<file path="src/rtl/freq_report_ctrl.sv">
// Frequency report sequencer: latches a 27-bit measurement and converts it to BCD
// by double-dabble, then paces a 12-byte "DDDDDDDDHz\r\n" frame into a UART
// transmitter, one byte per slot. Optional macro LEAD_ZERO_BLANK_EN blanks leading zeros.
module freq_report_ctrl #(
    parameter int CLK_FREQ  = 50000000,
    parameter int UART_BPS  = 9600,
    parameter int GUARD_CYC = 16
) (
    input  logic        sys_clk,
    input  logic        sys_rst_n,
    input  logic        meas_valid,
    input  logic [26:0] meas_data,
    output logic        uart_en,
    output logic [7:0]  uart_din,
    output logic        busy,
    output logic        meas_drop
);
    localparam int BPS_CNT  = CLK_FREQ / UART_BPS;
    localparam int SLOT_CYC = BPS_CNT * 10 + GUARD_CYC;
    localparam int EN_HIGH  = 4;
    localparam int SLOT_W   = $clog2(SLOT_CYC);

    localparam logic [SLOT_W-1:0] SLOT_LAST = SLOT_W'(SLOT_CYC - 1);
    localparam logic [SLOT_W-1:0] EN_OFF    = SLOT_W'(EN_HIGH);
    localparam logic [26:0]       MAX_VAL   = 27'd99999999;

    typedef enum logic [1:0] {IDLE, CONV, SEND} state_t;

    state_t             state_reg, state_next;
    logic [26:0]        shift_reg;
    logic [31:0]        bcd_reg;
    logic [31:0]        bcd_adj;
    logic [4:0]         conv_cnt;
    logic [SLOT_W-1:0]  slot_cnt;
    logic [3:0]         byte_idx;
    logic [3:0]         digit      [8];
    logic [7:0]         digit_char [8];
    logic [7:0]         byte_sel;
    logic               last_cycle;

    // Nibble corrections for the double-dabble step and the ASCII digit map (MSD at index 0).
    genvar gi;
    generate
        for (gi = 0; gi < 8; gi++) begin : g_nib
            assign bcd_adj[gi*4 +: 4] = (bcd_reg[gi*4 +: 4] >= 4'd5) ?
                                        bcd_reg[gi*4 +: 4] + 4'd3 : bcd_reg[gi*4 +: 4];
            assign digit[gi] = bcd_reg[31-gi*4 -: 4];
`ifdef LEAD_ZERO_BLANK_EN
            if (gi < 7) begin : g_blank
                logic lead_zero;
                if (gi == 0) begin : g_first
                    assign lead_zero = (digit[gi] == 4'd0);
                end else begin : g_rest
                    assign lead_zero = g_nib[gi-1].g_blank.lead_zero && (digit[gi] == 4'd0);
                end
                assign digit_char[gi] = lead_zero ? 8'h20 : {4'h3, digit[gi]};
            end else begin : g_last
                assign digit_char[gi] = {4'h3, digit[gi]};
            end
`else
            assign digit_char[gi] = {4'h3, digit[gi]};
`endif
        end
    endgenerate

    always_comb begin
        byte_sel = 8'h00;
        case (byte_idx)
            4'd8:    byte_sel = 8'h48;
            4'd9:    byte_sel = 8'h7A;
            4'd10:   byte_sel = 8'h0D;
            4'd11:   byte_sel = 8'h0A;
            default: if (byte_idx < 4'd8) byte_sel = digit_char[byte_idx[2:0]];
        endcase
    end

    assign last_cycle = (slot_cnt == SLOT_LAST) && (byte_idx == 4'd11);

    always_comb begin
        state_next = state_reg;
        case (state_reg)
            IDLE:    if (meas_valid) state_next = CONV;
            CONV:    if (conv_cnt == 5'd26) state_next = SEND;
            SEND:    if (last_cycle) state_next = IDLE;
            default: state_next = IDLE;
        endcase
    end

    always_ff @(posedge sys_clk or negedge sys_rst_n) begin
        if (!sys_rst_n) state_reg <= IDLE;
        else            state_reg <= state_next;
    end

    always_ff @(posedge sys_clk or negedge sys_rst_n) begin
        if (!sys_rst_n) begin
            shift_reg <= '0;
            bcd_reg   <= '0;
            conv_cnt  <= '0;
            slot_cnt  <= '0;
            byte_idx  <= '0;
            uart_en   <= 1'b0;
            uart_din  <= 8'h00;
            busy      <= 1'b0;
            meas_drop <= 1'b0;
        end else begin
            // Any valid outside IDLE (including the final slot cycle) is discarded.
            meas_drop <= meas_valid && (state_reg != IDLE);
            case (state_reg)
                IDLE: begin
                    if (meas_valid) begin
                        shift_reg <= (meas_data > MAX_VAL) ? MAX_VAL : meas_data;
                        bcd_reg   <= '0;
                        conv_cnt  <= '0;
                        slot_cnt  <= '0;
                        byte_idx  <= '0;
                        busy      <= 1'b1;
                    end
                end
                CONV: begin
                    {bcd_reg, shift_reg} <= {bcd_adj, shift_reg} << 1;
                    conv_cnt <= conv_cnt + 5'd1;
                end
                SEND: begin
                    if (slot_cnt == '0) begin
                        uart_din <= byte_sel;
                        uart_en  <= 1'b1;
                    end else if (slot_cnt == EN_OFF) begin
                        uart_en  <= 1'b0;
                    end
                    if (slot_cnt == SLOT_LAST) begin
                        slot_cnt <= '0;
                        if (byte_idx == 4'd11) begin
                            uart_din <= 8'h00;
                            busy     <= 1'b0;
                        end else begin
                            byte_idx <= byte_idx + 4'd1;
                        end
                    end else begin
                        slot_cnt <= slot_cnt + 1'b1;
                    end
                end
                default: ;
            endcase
        end
    end
endmodule

</file>
<file path="config.mk">
export PLATFORM = sky130hd
export DESIGN_NAME = freq_report_ctrl
export DESIGN_NICKNAME = d
export VERILOG_FILES = /design/src/rtl/freq_report_ctrl.sv
export SDC_FILE = /design/constraint.sdc
export NUM_CORES = 1
export LEC_CHECK = 0
export BUFFER_PORTS_ARGS = -buffer_cell sky130_fd_sc_hd__buf_4
export CAP_MARGIN = 20
export CORE_MARGIN = 4
export CORE_UTILIZATION = 55
export CTS_CLUSTER_DIAMETER = 150
export CTS_CLUSTER_SIZE = 8
export DETAILED_ROUTE_END_ITERATION = 10
export GPL_TIMING_DRIVEN = 0
export PLACE_DENSITY = 0.79
export SYNTH_ARGS = -nofsm -noshare
export SYNTH_HDL_FRONTEND = slang
export SYNTH_SLANG_ARGS = --single-unit
</file>
<file path="constraint.sdc">
create_clock -name sys_clk -period 1.8 [get_ports sys_clk]
set_input_delay 0.09 -clock sys_clk [delete_from_list [all_inputs] [get_ports sys_clk]]
set_output_delay 0.09 -clock sys_clk [all_outputs]
set_load 0.02 [all_outputs]
</file>
# == Word-level counts from Yosys, hierarchy flattened ==
# Cells that the tools add are included.
# classes
bitwise,1
eq_ne,15
reduce_logical,14
n_mux,40
n_addsub,11
order_cmp,11
# ops
op,count
$pmux W32 S2,1
$mux W27,2
$pmux W27 S2,1
$mux W8,6
$mux W4,10
$ge A4 B3 Y1 const B,8
$mux W16,2
$mux W32,1
$pmux W16 S2,1
$pmux W8 S4,1
$add A4 B2 Y4 const B,7
$gt A27 B27 Y1 const B,1
$bmux W8 S3,1
$add A16 B1 Y16 const B,1
$eq A16 B16 Y1 const B,1
$eq A16 B3 Y1 const B,1
$eq A4 B4 Y1 const B,4
$logic_not A16 Y1,1
$ne A2 B2 Y1 const B,6
$pmux W5 S2,1
$pmux W4 S2,1
$reduce_and A4 Y1,2
$reduce_bool A2 Y1,4
$mux W2,3
other kinds (18),25
# word_totals
inputBits,30
regBits,97

# == Logic depth before layout (Yosys ltp) ==
# depth
word_depth,9
depth_mapped,7
ltp_nobuf,7

# == Worst setup path before layout ==
# Ideal clock, no wire load.
# synth_path
kind,register to register
startpoint,register slot_cnt[10]
endpoint,register slot_cnt[9]
path_slack_ns,-0.038
n_path_buf,1
arrival_time_ns,1.716
setup_time_ns,0.121
path_stages_with_launch,7
cell_sequence,dfrtp_1 buf_6 or4_4 nor4_4 nor2_2 and3_1 o22a_1
# synth_via
elab_chain_len,3
# synth_rtl
item,line_no,source
start: declaration,34,logic [SLOT_W-1:0] slot_cnt;
start signal: assignment,139,slot_cnt <= slot_cnt + 1'b1;
$eq A16 B16 Y1,130,if (slot_cnt == SLOT_LAST) begin
$mux W16,130,
$pmux W16 S2,108,case (state_reg)
# No other way between the ends.
# A chain may end at the register's enable or synchronous reset.

# == Worst setup path in the final report ==
# layout_path
startpoint,register slot_cnt[12]
endpoint,register slot_cnt[5]
# The elaborated chain is that of the path after synthesis.

==> out/qor.yml <==
n_antenna_cell: 0
synth.distinct_cells: 56
hold_violations: 0
crit_type: "reg -> reg"
setup_viol: 15
dp_hpwl_mm: 9.90
largest_register_ffs: 32
synthCells: 577
num_rows: 36
antenna_found_initial: 0
status: "finished, violations left"
clk-insertion-delay-late_ps: 380
cts.htree.levels: 3
netlist.area_leader.share_pct: 44.5
power.density_nw_per_um2: 1570
place_area_sq_um: 5950
via_per_inst: 6.30
timing.slew.headroom_pct: 51.1
p_total_mw: 10.3
cts_buffers: 9
fin_crit_sh_pct: 109
vdd_drop_max_uv: 842
synth_seq_cells: 97
hp-class: "in -> reg"
clock_tree.root_cell: "clkbuf_8"
ant_nets: 0
drive_gt1_share_pct: 21.5
final_util_pct: 67.5
synth_area_sq_um: 5460
design_area_sq_um: 6570
dp_slack_ps: -357
drtPass1Iterations: 5
drv_slew: 0
endpoint_kind: "register"
max_freq_mhz: 511
first_iter_violations: 436
postSynthAreaPerCell_sq_um: 9.46
coreArea_sq_um: 9730
swShare_pct: 42.0
syn-num-nets: 631
cp.required_ps: 2070
dp.cells: 751
comb_power_share_pct: 45.7
grt_pass1_vias: 4969
finClkSkew_ps: 8.35
synth_edf_count: 0
io_buffers: 40
crit_fanout: 7
start_util_pct: 56.1
startpoint_type: "register"
drc_errors: 0
grt_pass1_wl_mm: 24.4
switching_power_mw: 4.34
yosys.cell_count.top_type: "dfrtp_1"
grt_max_degree: 57
wire_per_inst_microns: 18.9
num_io_pins: 41
drv_cap: 0
synth_top_area_cell: "dfrtp_1"
power.internal_mw: 5.99
violations: "negative setup slack"
gp_congestion: 0.910
die_area_sq_um: 11600
cts_max_path_buffers: 2
area_growth_pct: 20.3
min_period_ps: 1960
synth_area_leaders: "dfrtp_1 44%, ha_1 5.5%, nand2_1 5.3%"
tritoncts: "yes"
rsz0062_at_grt: "yes"
power.share.clock_pct: 15.3
finalNonFillerCells: 792
final.setup.worst_slack_ps: -156
p_leak_nw: 2.86
tightestPinTransition_ps: 733
gr-total-overflow: 0
synthFlopType: "dfrtp_1"
clk_pin_slew_ps: 100
critPathArrivalTime_ps: 2220
async_flop_share_pct: 100
yosysSeqAreaShare_pct: 44.5
layout.nets: 708
final.fill_count: 752
fp.dieH_microns: 108
power_frac_seq_pct: 39.0
drt-total-wl_mm: 15.0
yosys-top-cells-count: "97 x dfrtp_1, 77 x nand2_1, 50 x o21ai_0"
vias: 4986
clock-sinks: 97
synth_warnings: 0
grt_use_total_pct: 26.8
dieWidth_microns: 108
-- cell usage in the layout, fill, tap and decap left out, drive strengths merged, types with 13 or more instances in the layout --
cell / instances
a21oi: 46
a32oi: 17
buf: 70
clkbuf: 28
dfrtp: 97
ha: 24
inv: 26
nand2: 77
nand2b: 14
nand3: 13
nand4: 14
nor2: 26
o21ai: 50
-- power by group through the flow --
stage                     sequential (mW)  clock, mW  combinational [mW]
after detailed placement             3.92          0                4.34
after CTS                            3.96       1.58                4.52
after floorplan                      3.67          0                3.32
final                                4.03       1.58                4.71
after global placement               3.88          0                4.08
after global routing                 4.16       1.69                5.25
-- cells by family (layout without fill, tap and decap cells) --
group,count (synthesis),after routing,share of synthesized area (%)
DFF,97,97,44.5
AOI/OAI and AO/OA,182,182,22.0
and+or+nand+nor,191,191,17.7
xor gates and xnor gates,16,16,2.57
adders and majority gates,24,24,5.50
muxes,8,8,3.30
buffers and inverters,59,141,4.47
-- critical path, cell delays in order (launching register included) --
cell and delay, ps:
dfrtp_2 460, or4_4 540, nor4_4 210, buf_4 190, nor2_4 60, buf_6 170
o21ai_1 100, a31oi_1 110
-- per-stage QoR --
stage / hold WS (ps) / setup TNS (ps)
floorplan: -206 / 0
global placement: 331 / -12610
detailed placement: 201 / -15530
CTS: 2.47 / -302
global route: 1.80 / -3750
finish: 8.91 / -1530
-- area by class of cell --
| cell class | instances | area (sq um) | share of cell area, % |
|---|---|---|---|
| multi-input combinational | 421 | 2910 | 44.3 |
| sequential | 97 | 2440 | 37.1 |
| timing repair buffer | 69 | 576 | 8.76 |
| buffer | 30 | 174 | 2.65 |
| tap | 133 | 166 | 2.53 |
| clock buffer | 10 | 128 | 1.94 |
| inverter | 26 | 97.6 | 1.49 |
| clock inverter | 6 | 82.6 | 1.26 |
-- per-layer routing --
metal  track usage, %  wire [microns]
met1             33.6            5940
met2             45.1            7660
met3             6.78             964
met4             9.20             401
met5                0               0
-- worst paths after layout --
path	from	end	slack, ps	cells after the start
min in group asynchronous	sys_rst_n	slot_cnt[8]	320	2
hold reg to reg	uart_din[0]	uart_din[0]	490	1
setup reg to reg	slot_cnt[12]	slot_cnt[5]	-160	7
hold / removal	meas_data[24]	shift_reg[24]	9	3
max in group asynchronous	sys_rst_n	byte_idx[2]	770	3
setup / recovery	slot_cnt[12]	slot_cnt[5]	-160	7
-- timing repair --
item,4_1_cts,5_1_grt
setup buffers,11,5
pin swaps,4,8
endpoints found under the setup margin,78,56
gates cloned,0,1
hold endpoints to repair,64,1
hold buffers,10,1
gates resized for setup,36,43
Power figures use the tool's default switching activity.
